**config.mk**
```make
export PLATFORM = sky130hd
export DESIGN_NAME = clock_analyzer_flat
export DESIGN_NICKNAME = d
export VERILOG_FILES = /design/src/rtl/clock_analyzer_if.sv /design/src/rtl/clock_analyzer.sv /design/src/flat_wrapper.sv
export SDC_FILE = /design/constraint.sdc
export NUM_CORES = 1
export LEC_CHECK = 0
export BUFFER_PORTS_ARGS = -buffer_cell sky130_fd_sc_hd__clkbuf_2
export CORE_MARGIN = 1.5
export CORE_UTILIZATION = 37
export CTS_CLUSTER_SIZE = 28
export DETAILED_ROUTE_END_ITERATION = 10
export HOLD_SLACK_MARGIN = 0.1
export PLACE_DENSITY = 0.51
export SYNTH_ARGS = -nofsm -noshare
export SYNTH_HDL_FRONTEND = slang
export SYNTH_SLANG_ARGS = --single-unit
```
**constraint.sdc**
```tcl
create_clock -name clk -period 5.8 [get_ports clk]
set_input_delay 0.87 -clock clk [delete_from_list [all_inputs] [get_ports clk]]
set_output_delay 0.87 -clock clk [all_outputs]
set_load 0.05 [all_outputs]
```
**src/rtl/clock_analyzer_if.sv**
```systemverilog
// Bus bundle for clock_analyzer.
//   sig_in     : asynchronous waveform under measurement (master -> slave)
//   start      : one-cycle measurement start / phase reference (master -> slave)
//   phase_cnt  : cycles from start to the first rising edge
//   high_cnt   : high cycles of the last complete period
//   low_cnt    : low cycles of the last complete period
//   period_cnt : high_cnt + low_cnt, saturated
//   duty_pct   : floor(high_cnt * 100 / period_cnt)
//   meas_valid : one-cycle pulse when the result outputs update
//   stuck_hi/stuck_lo/overrun : sticky status flags
interface clock_analyzer_if #(
  parameter int unsigned CNT_W = 16
) ();
  logic             sig_in;
  logic             start;
  logic [CNT_W-1:0] phase_cnt;
  logic [CNT_W-1:0] high_cnt;
  logic [CNT_W-1:0] low_cnt;
  logic [CNT_W-1:0] period_cnt;
  logic [6:0]       duty_pct;
  logic             meas_valid;
  logic             stuck_hi;
  logic             stuck_lo;
  logic             overrun;

  modport master (
    output sig_in, start,
    input  phase_cnt, high_cnt, low_cnt, period_cnt, duty_pct,
    input  meas_valid, stuck_hi, stuck_lo, overrun
  );

  modport slave (
    input  sig_in, start,
    output phase_cnt, high_cnt, low_cnt, period_cnt, duty_pct,
    output meas_valid, stuck_hi, stuck_lo, overrun
  );
endinterface

```
**src/rtl/clock_analyzer.sv**
```systemverilog
// Measures phase (start to first rising edge), high/low time, period and duty cycle of an
// asynchronous waveform, in reference-clock cycles.
//   clk : reference clock, rising edge
//   rst : synchronous active-high reset
//   bus : clock_analyzer_if slave (sig_in/start in, results and flags out)
module clock_analyzer #(
  parameter int unsigned CNT_W       = 16,
  parameter int unsigned SYNC_STAGES = 2,
  parameter int unsigned TIMEOUT     = 1000
) (
  input logic             clk,
  input logic             rst,
  clock_analyzer_if.slave bus
);
  localparam int unsigned DivW   = CNT_W + 7;
  localparam int unsigned DivCyc = CNT_W + 7;
  localparam int unsigned DcW    = $clog2(DivCyc + 1);
  localparam int unsigned ToW    = $clog2(TIMEOUT + 1);

  typedef enum logic [1:0] {StIdle, StWaitPhase, StMeasHigh, StMeasLow} state_e;

  function automatic logic [CNT_W-1:0] sat_inc(input logic [CNT_W-1:0] v);
    return (&v) ? v : v + 1'b1;
  endfunction

  state_e                 state_q, state_d;
  logic [SYNC_STAGES-1:0] sync_q, sync_d;
  logic                   sig_dly_q, sig_dly_d;
  logic [CNT_W-1:0]       phase_ctr_q, phase_ctr_d;
  logic [CNT_W-1:0]       run_ctr_q, run_ctr_d;
  logic [CNT_W-1:0]       high_hold_q, high_hold_d;
  logic [ToW-1:0]         idle_ctr_q, idle_ctr_d;
  logic                   div_busy_q, div_busy_d;
  logic [DcW-1:0]         div_cnt_q, div_cnt_d;
  logic [DivW-1:0]        div_num_q, div_num_d;
  logic [CNT_W:0]         div_rem_q, div_rem_d;
  logic [CNT_W:0]         div_den_q, div_den_d;
  logic [CNT_W-1:0]       div_high_q, div_high_d;
  logic [CNT_W-1:0]       div_low_q, div_low_d;
  logic [CNT_W-1:0]       phase_cnt_q, phase_cnt_d;
  logic [CNT_W-1:0]       high_cnt_q, high_cnt_d;
  logic [CNT_W-1:0]       low_cnt_q, low_cnt_d;
  logic [CNT_W-1:0]       period_cnt_q, period_cnt_d;
  logic [6:0]             duty_q, duty_d;
  logic                   meas_valid_q, meas_valid_d;
  logic                   stuck_hi_q, stuck_hi_d;
  logic                   stuck_lo_q, stuck_lo_d;
  logic                   overrun_q, overrun_d;

  logic             sig_s, rise, fall, abort;
  logic [CNT_W+1:0] rem_shift;
  logic [CNT_W:0]   rem_diff;
  logic             q_bit;
  logic [DivW-1:0]  num_next;
  logic [CNT_W-1:0] run_inc, phase_inc;
  logic [CNT_W:0]   per_sum;

  assign sig_s     = sync_q[SYNC_STAGES-1];
  assign rise      = sig_s & ~sig_dly_q;
  assign fall      = ~sig_s & sig_dly_q;
  assign abort     = bus.start && (state_q != StIdle);
  assign run_inc   = sat_inc(run_ctr_q);
  assign phase_inc = sat_inc(phase_ctr_q);
  assign per_sum   = {1'b0, high_hold_q} + {1'b0, run_inc};

  // Restoring divide step. The remainder stays below the divisor, so a set MSB after the
  // shift already guarantees a subtract and the difference fits in CNT_W+1 bits.
  assign rem_shift = {div_rem_q, div_num_q[DivW-1]};
  assign q_bit     = rem_shift[CNT_W+1] | (rem_shift[CNT_W:0] >= div_den_q);
  assign rem_diff  = rem_shift[CNT_W:0] - div_den_q;
  assign num_next  = {div_num_q[DivW-2:0], q_bit};

  always_comb begin
    state_d      = state_q;
    sync_d       = {sync_q[SYNC_STAGES-2:0], bus.sig_in};
    sig_dly_d    = sig_s;
    phase_ctr_d  = phase_ctr_q;
    run_ctr_d    = run_ctr_q;
    high_hold_d  = high_hold_q;
    idle_ctr_d   = idle_ctr_q;
    div_busy_d   = div_busy_q;
    div_cnt_d    = div_cnt_q;
    div_num_d    = div_num_q;
    div_rem_d    = div_rem_q;
    div_den_d    = div_den_q;
    div_high_d   = div_high_q;
    div_low_d    = div_low_q;
    phase_cnt_d  = phase_cnt_q;
    high_cnt_d   = high_cnt_q;
    low_cnt_d    = low_cnt_q;
    period_cnt_d = period_cnt_q;
    duty_d       = duty_q;
    meas_valid_d = 1'b0;
    stuck_hi_d   = stuck_hi_q;
    stuck_lo_d   = stuck_lo_q;
    overrun_d    = overrun_q;

    // Divider; the quotient accumulates in the low bits of div_num as the dividend shifts out.
    if (div_busy_q) begin
      div_rem_d = q_bit ? rem_diff : rem_shift[CNT_W:0];
      div_num_d = num_next;
      div_cnt_d = div_cnt_q - 1'b1;
      if (div_cnt_q == DcW'(1)) begin
        div_busy_d = 1'b0;
        if (!abort) begin
          meas_valid_d = 1'b1;
          high_cnt_d   = div_high_q;
          low_cnt_d    = div_low_q;
          period_cnt_d = div_den_q[CNT_W] ? '1 : div_den_q[CNT_W-1:0];
          duty_d       = num_next[6:0];
        end
      end
    end

    if (bus.start) begin
      // Start wins over any edge in the same cycle.
      state_d     = StWaitPhase;
      phase_ctr_d = '0;
      idle_ctr_d  = '0;
      if (abort) begin
        div_busy_d = 1'b0;
        overrun_d  = 1'b0;
        stuck_hi_d = 1'b0;
        stuck_lo_d = 1'b0;
      end
    end else if (state_q != StIdle) begin
      unique case (state_q)
        StWaitPhase: begin
          phase_ctr_d = phase_inc;
          if (rise) begin
            phase_cnt_d = phase_inc;
            run_ctr_d   = '0;
            state_d     = StMeasHigh;
          end
        end
        StMeasHigh: begin
          run_ctr_d = run_inc;
          if (fall) begin
            high_hold_d = run_inc;
            run_ctr_d   = '0;
            state_d     = StMeasLow;
          end
        end
        StMeasLow: begin
          run_ctr_d = run_inc;
          if (rise) begin
            if (div_busy_q) begin
              overrun_d = 1'b1;
            end else begin
              div_busy_d = 1'b1;
              div_cnt_d  = DcW'(DivCyc);
              div_rem_d  = '0;
              div_num_d  = DivW'(high_hold_q) * DivW'(100);
              div_den_d  = per_sum;
              div_high_d = high_hold_q;
              div_low_d  = run_inc;
            end
            run_ctr_d = '0;
            state_d   = StMeasHigh;
          end
        end
        default: ;
      endcase

      if (rise || fall) begin
        idle_ctr_d = '0;
      end else if (idle_ctr_q == ToW'(TIMEOUT - 1)) begin
        idle_ctr_d = '0;
        state_d    = StIdle;
        if (sig_s) stuck_hi_d = 1'b1;
        else       stuck_lo_d = 1'b1;
      end else begin
        idle_ctr_d = idle_ctr_q + 1'b1;
      end
    end
  end

  always_ff @(posedge clk) begin
    if (rst) begin
      state_q      <= StIdle;
      sync_q       <= '0;
      sig_dly_q    <= 1'b0;
      phase_ctr_q  <= '0;
      run_ctr_q    <= '0;
      high_hold_q  <= '0;
      idle_ctr_q   <= '0;
      div_busy_q   <= 1'b0;
      div_cnt_q    <= '0;
      div_num_q    <= '0;
      div_rem_q    <= '0;
      div_den_q    <= '0;
      div_high_q   <= '0;
      div_low_q    <= '0;
      phase_cnt_q  <= '0;
      high_cnt_q   <= '0;
      low_cnt_q    <= '0;
      period_cnt_q <= '0;
      duty_q       <= '0;
      meas_valid_q <= 1'b0;
      stuck_hi_q   <= 1'b0;
      stuck_lo_q   <= 1'b0;
      overrun_q    <= 1'b0;
    end else begin
      state_q      <= state_d;
      sync_q       <= sync_d;
      sig_dly_q    <= sig_dly_d;
      phase_ctr_q  <= phase_ctr_d;
      run_ctr_q    <= run_ctr_d;
      high_hold_q  <= high_hold_d;
      idle_ctr_q   <= idle_ctr_d;
      div_busy_q   <= div_busy_d;
      div_cnt_q    <= div_cnt_d;
      div_num_q    <= div_num_d;
      div_rem_q    <= div_rem_d;
      div_den_q    <= div_den_d;
      div_high_q   <= div_high_d;
      div_low_q    <= div_low_d;
      phase_cnt_q  <= phase_cnt_d;
      high_cnt_q   <= high_cnt_d;
      low_cnt_q    <= low_cnt_d;
      period_cnt_q <= period_cnt_d;
      duty_q       <= duty_d;
      meas_valid_q <= meas_valid_d;
      stuck_hi_q   <= stuck_hi_d;
      stuck_lo_q   <= stuck_lo_d;
      overrun_q    <= overrun_d;
    end
  end

  assign bus.phase_cnt  = phase_cnt_q;
  assign bus.high_cnt   = high_cnt_q;
  assign bus.low_cnt    = low_cnt_q;
  assign bus.period_cnt = period_cnt_q;
  assign bus.duty_pct   = duty_q;
  assign bus.meas_valid = meas_valid_q;
  assign bus.stuck_hi   = stuck_hi_q;
  assign bus.stuck_lo   = stuck_lo_q;
  assign bus.overrun    = overrun_q;
endmodule
```
**src/flat_wrapper.sv**
```systemverilog
// flat-port wrapper written by rule: the top's interface ports become plain ports
module clock_analyzer_flat 
#(
  parameter int unsigned CNT_W       = 16,
  parameter int unsigned SYNC_STAGES = 2,
  parameter int unsigned TIMEOUT     = 1000
)
  (clk, rst, bus_sig_in, bus_start, bus_phase_cnt, bus_high_cnt, bus_low_cnt, bus_period_cnt, bus_duty_pct, bus_meas_valid, bus_stuck_hi, bus_stuck_lo, bus_overrun);
  clock_analyzer_if #(.CNT_W(CNT_W)) bus_i ();
  input logic clk;
  input logic rst;
  input wire logic [$bits(bus_i.sig_in)-1:0] bus_sig_in;
  input wire logic [$bits(bus_i.start)-1:0] bus_start;
  output wire logic [$bits(bus_i.phase_cnt)-1:0] bus_phase_cnt;
  output wire logic [$bits(bus_i.high_cnt)-1:0] bus_high_cnt;
  output wire logic [$bits(bus_i.low_cnt)-1:0] bus_low_cnt;
  output wire logic [$bits(bus_i.period_cnt)-1:0] bus_period_cnt;
  output wire logic [$bits(bus_i.duty_pct)-1:0] bus_duty_pct;
  output wire logic [$bits(bus_i.meas_valid)-1:0] bus_meas_valid;
  output wire logic [$bits(bus_i.stuck_hi)-1:0] bus_stuck_hi;
  output wire logic [$bits(bus_i.stuck_lo)-1:0] bus_stuck_lo;
  output wire logic [$bits(bus_i.overrun)-1:0] bus_overrun;
  assign bus_i.sig_in = bus_sig_in;
  assign bus_i.start = bus_start;
  assign bus_phase_cnt = bus_i.phase_cnt;
  assign bus_high_cnt = bus_i.high_cnt;
  assign bus_low_cnt = bus_i.low_cnt;
  assign bus_period_cnt = bus_i.period_cnt;
  assign bus_duty_pct = bus_i.duty_pct;
  assign bus_meas_valid = bus_i.meas_valid;
  assign bus_stuck_hi = bus_i.stuck_hi;
  assign bus_stuck_lo = bus_i.stuck_lo;
  assign bus_overrun = bus_i.overrun;
  clock_analyzer #(.CNT_W(CNT_W), .SYNC_STAGES(SYNC_STAGES), .TIMEOUT(TIMEOUT)) u_core (.clk(clk), .rst(rst), .bus(bus_i));
endmodule
```
==> results.md <==
- Yosys instantiated no cell more often than sky130_fd_sc_hd__dfxtp_1.
- After clock tree synthesis, the clock-pin slew on the worst setup and hold paths is around 0.06 ns.
- For this design, the sink count on the clock tree is between 200 and 250.
- The number of core rows is 67.
- The count of endpoints failing hold in the final timing report is 0.
- Using the TritonRoute via totals, the vias-per-cell ratio works out to approximately 5.2.
- Yosys attributes the largest share of cell area to sky130_fd_sc_hd__dfxtp_1, sky130_fd_sc_hd__ha_1, sky130_fd_sc_hd__nand2_1.
- The number of global-route vias before repair was 10190.
- The worst-case IR drop observed on VDD is 251.6 uV.
- The worst setup path is launched from a flip-flop.
- Subtracting the final worst setup slack from the clock period gives 4.149 ns.
- The finished layout holds 2083 standard cells, fillers aside.
- The final count of negative-setup-slack endpoints is 0.
- The multi-input combinational cells in the finished layout cover a total of around 7300 um2.
- Setup repair after global routing left no endpoint under its margin.
- The per-instance average area after synthesis is 7.996 um2.
- The number of clock buffers inserted by TritonCTS is 28.
- The worst-case setup margin in the final layout is 1.651 ns.
- 0 antenna diodes ended up in the layout.
- The initial utilization of the core area, before any placement, comes to 0.3768.
- In the final routed layout, each cell accounts on average for about 16 um.
- The via count is approximately 11000.
- The floorplan step set the die width to between 150 and 200 um.
- In this run the critical register-to-register path is launched from u_core.run_ctr_q[5]$_SDFFE_PP0P_.
- For this design the top-level I/O count stands at 79.
- The predominant post-synthesis flop cell is sky130_fd_sc_hd__dfxtp_1.
- The setup slack of the worst register-to-register path is 1.65 ns.
- The first detailed-routing pass ran for 5 iterations.
- The TritonCTS clock tree is yes.
- For this run, global-route usage on met3 was measured as 0.02620.
- The fraction of registers with async set/reset is 0.
- The first global-routing pass estimated 53440 um of wire.
- The number of placed instances, taps included, is about 2000.
- The cell area after synthesis is ~13000 um2.
- Summing all flip-flop and latch instances after layout gives 4666 um2.
- The global placer's final weighted congestion is a little under 0.9.
- At the pin with the least slew margin, the transition time is 1.160 ns.
- Counting every instance in the synthesized netlist gives 1580.
- Of the synthesized area, sequential elements account for 0.3692.
- In this run the vertical extent of the chip is ~190 um.
- The number of antenna violations at the first check in global routing is 0.
- Dividing total power by cell area gives a power density of about 250 nW/um2.
- The flow ran to the end, and the final reports show no timing, DRC or antenna violations.
- The number of pins exceeding their max-slew limit in the final report was 0.
- Gates resized during post-CTS repair numbered 0.
- Relative to the synthesized area, the layout overhead comes to 14.14%.
- The overflow left after global routing is 0.
- The met2 track demand over resource is 0.2976.
- The top achievable clock speed is 0.2410 GHz.
- The setup fix buffers added after clock tree synthesis is 0.
- The maximum buffer depth of the clock tree is 3.
- The number of max-capacitance violations reported is 0.
- The endpoint with the worst hold slack is u_core.sync_q[1]$_SDFF_PP0_.
- Along the worst hold path, the cell count comes to 1.
- The met1 global-route usage is 0.2581.
- The number of enable flip-flop cells after synthesis is 0.
- The number of routed nets with antenna violations is 0.
- After synthesis, the most frequently instantiated cells are sky130_fd_sc_hd__dfxtp_1, sky130_fd_sc_hd__nand2_1, sky130_fd_sc_hd__nor2_1, sky130_fd_sc_hd__a21oi_1, sky130_fd_sc_hd__inv_1.
- The number of hold buffers added after CTS was 0.
- The HPWL reported at the end of detailed placement is 23020 um.
- The library cell with the largest summed area after synthesis is sky130_fd_sc_hd__dfxtp_1.
- The maximum fanout along the worst path is 13.
- The residual DRC count is 0.
- The number of cell instances on the worst register-to-register path is 14.
- The register bit count reported by yosys is 233.
- For the final routed database, the setup TNS stands at 0 ns.
- The root cell of the clock tree is sky130_fd_sc_hd__clkbuf_16.
- The number of distinct library cells after synthesis is 63.
- The final core utilization is 0.4300.
- For this block, the initial DRC count from the detailed router was 624.
- The final wirelength is 32590 um.
- The required arrival time at the worst endpoint is 6.23 ns.
- For this run, the total global-route usage over all layers was measured as 0.1828.
- The fill cell instance count of the final layout is 3470.
- The worst setup path is of the reg2reg kind.
- In this run the critical register-to-register path is captured at u_core.div_den_q[14]$_SDFFE_PP0P_.
- At the end of the flow, the number of nets in the layout was 1725.
- The CTS H-tree depth is 1.
- The class of the most critical hold timing path is reg2reg.
- The relative slew slack is 0.2260.
- In this run the most used layer during global routing was met2.
- Of the cells placed in the final design, the portion with a size suffix greater than 1 is 0.09541.
- The die covers 35260 um2.
- Clock latency on the worst-skew pair, taken at its later pin, is 0.56 ns.
- In this run the most critical hold path is launched from u_core.sync_q[0]$_SDFF_PP0_.
- Entering global routing, the biggest net connects 78 pins.
- The area of the core is 33530 um2.
- The endpoint type of the worst setup path is a flip-flop.
- The part of the cycle the worst path needs is 0.7154.
- Synthesis produced a netlist with a net count of 1691.
- In this run the static leakage power is 0.005762 uW.
- Power comes to around 3600 uW.
- The Yosys step of the flow raised 0 warnings.
- The arrival time reported for the critical path endpoint is 4.58 ns.
- The top-area cell type share of the netlist area is 0.3692.
- On the final layout, the worst clock skew is 0.02355 ns.
- Timing analysis after detailed placement gives a worst setup slack of 1.752 ns.
- During placement, the flow inserted port buffers numbering 78.
[layer usage]
layer	share of wire	vias up
met5	0	-
met4	0.014	0
met3	0.041	38
met2	0.45	189
met1	0.50	5044
li1	-	5566
[worst max-delay path by stage]
stage	startpoint	endpoint	cells past startpoint
after floorplan	u_core.run_ctr_q[0]$_SDFFE_PP0P_	u_core.div_den_q[14]$_SDFFE_PP0P_	14
after detailed placement	u_core.run_ctr_q[0]$_SDFFE_PP0P_	u_core.div_den_q[14]$_SDFFE_PP0P_	14
after global routing	u_core.run_ctr_q[0]$_SDFFE_PP0P_	u_core.div_den_q[16]$_SDFFE_PP0P_	14
final	u_core.run_ctr_q[5]$_SDFFE_PP0P_	u_core.div_den_q[14]$_SDFFE_PP0P_	14
after CTS	u_core.run_ctr_q[5]$_SDFFE_PP0P_	u_core.div_den_q[14]$_SDFFE_PP0P_	14
after global placement	u_core.run_ctr_q[0]$_SDFFE_PP0P_	u_core.div_den_q[14]$_SDFFE_PP0P_	14
[placed cells by master (no fill, tap or decap), types with 6 or more instances in the layout]
cell type	instances
sky130_fd_sc_hd__nand2_1	223
sky130_fd_sc_hd__mux2i_1	19
sky130_fd_sc_hd__nand4_1	11
sky130_fd_sc_hd__nand2b_1	14
sky130_fd_sc_hd__and4_1	9
sky130_fd_sc_hd__nor4_1	8
sky130_fd_sc_hd__a311oi_1	21
sky130_fd_sc_hd__nor2b_1	10
sky130_fd_sc_hd__and2_1	6
sky130_fd_sc_hd__a31oi_1	11
sky130_fd_sc_hd__xor2_1	33
sky130_fd_sc_hd__buf_4	12
sky130_fd_sc_hd__clkbuf_8	11
sky130_fd_sc_hd__clkbuf_2	77
sky130_fd_sc_hd__a21oi_1	160
sky130_fd_sc_hd__fa_1	13
sky130_fd_sc_hd__o31ai_1	10
sky130_fd_sc_hd__nand3_1	37
sky130_fd_sc_hd__ha_1	94
sky130_fd_sc_hd__a211oi_1	51
sky130_fd_sc_hd__nor3_1	34
sky130_fd_sc_hd__and3_1	16
sky130_fd_sc_hd__xnor2_1	36
sky130_fd_sc_hd__dfxtp_1	232
sky130_fd_sc_hd__nor2_1	174
sky130_fd_sc_hd__inv_1	98
sky130_fd_sc_hd__o21a_1	12
sky130_fd_sc_hd__a21o_1	16
sky130_fd_sc_hd__o21ai_0	68
sky130_fd_sc_hd__or3_1	6
sky130_fd_sc_hd__clkbuf_16	28
[logic make-up (layout without fill, tap and decap cells)]
kind of cell | after synthesis | after routing | synth area share
buf+inv | 184 | 239 | 0.05576
mux | 24 | 24 | 0.01951
compound gates | 395 | 395 | 0.1949
flops | 233 | 233 | 0.3692
simple gates | 568 | 568 | 0.1991
xor+xnor | 69 | 69 | 0.04784
fa+ha+maj | 107 | 107 | 0.1137
[critical path, stage by stage, from the launching register on]
cell and delay, ns:
sky130_fd_sc_hd__dfxtp_1 0.43, sky130_fd_sc_hd__and4_1 0.29, sky130_fd_sc_hd__and3_1 0.20, sky130_fd_sc_hd__nand3_1 0.38
sky130_fd_sc_hd__and4_1 0.43, sky130_fd_sc_hd__xnor2_1 0.26, sky130_fd_sc_hd__inv_1 0.07, sky130_fd_sc_hd__ha_1 0.33
sky130_fd_sc_hd__o21ai_0 0.10, sky130_fd_sc_hd__nor2_1 0.20, sky130_fd_sc_hd__o21ai_0 0.20, sky130_fd_sc_hd__o41ai_1 0.49
sky130_fd_sc_hd__a31oi_1 0.19, sky130_fd_sc_hd__nand2b_1 0.19, sky130_fd_sc_hd__a32o_1 0.25
[cell type report]
type | count | share of cell area
repair buffers | 90 | 0.03375
well taps | 448 | 0.03887
inverters | 98 | 0.02551
multi-input cells | 1163 | 0.5057
clock buffers | 42 | 0.05987
clock inverters | 9 | 0.01275
flip-flops and latches | 233 | 0.3236
[flip-flops by register name, summed over array words and instances (netlist names), 2 cells and up]
signal	count
u_core.div_cnt_q	5
u_core.div_high_q	16
u_core.div_num_q	23
u_core.div_rem_q	17
u_core.high_hold_q	16
u_core.state_q	2
u_core.bus.low_cnt	16
u_core.bus.period_cnt	16
u_core.idle_ctr_q	10
u_core.div_low_q	16
u_core.div_den_q	17
u_core.bus.high_cnt	16
u_core.phase_ctr_q	16
u_core.bus.phase_cnt	16
u_core.run_ctr_q	16
u_core.sync_q	2
u_core.bus.duty_pct	7
[report_power, final]
part	switching (uW)	leakage (uW)	internal, uW
sequential	3.96	0.00188	1600
clock	711	0.000513	1240
combinational	50.2	0.00337	13.4
total	765	0.00576	2860
[metrics by stage]
stage	hold slack, ns	cell area (um2)
finish	0.4452	14420
CTS	0.4490	14420
detailed placement	0.4345	13370
floorplan	0.4138	12630
global placement	0.4206	13370
global route	0.4600	14420
No activity file was read; power rests on OpenSTA's default activity.
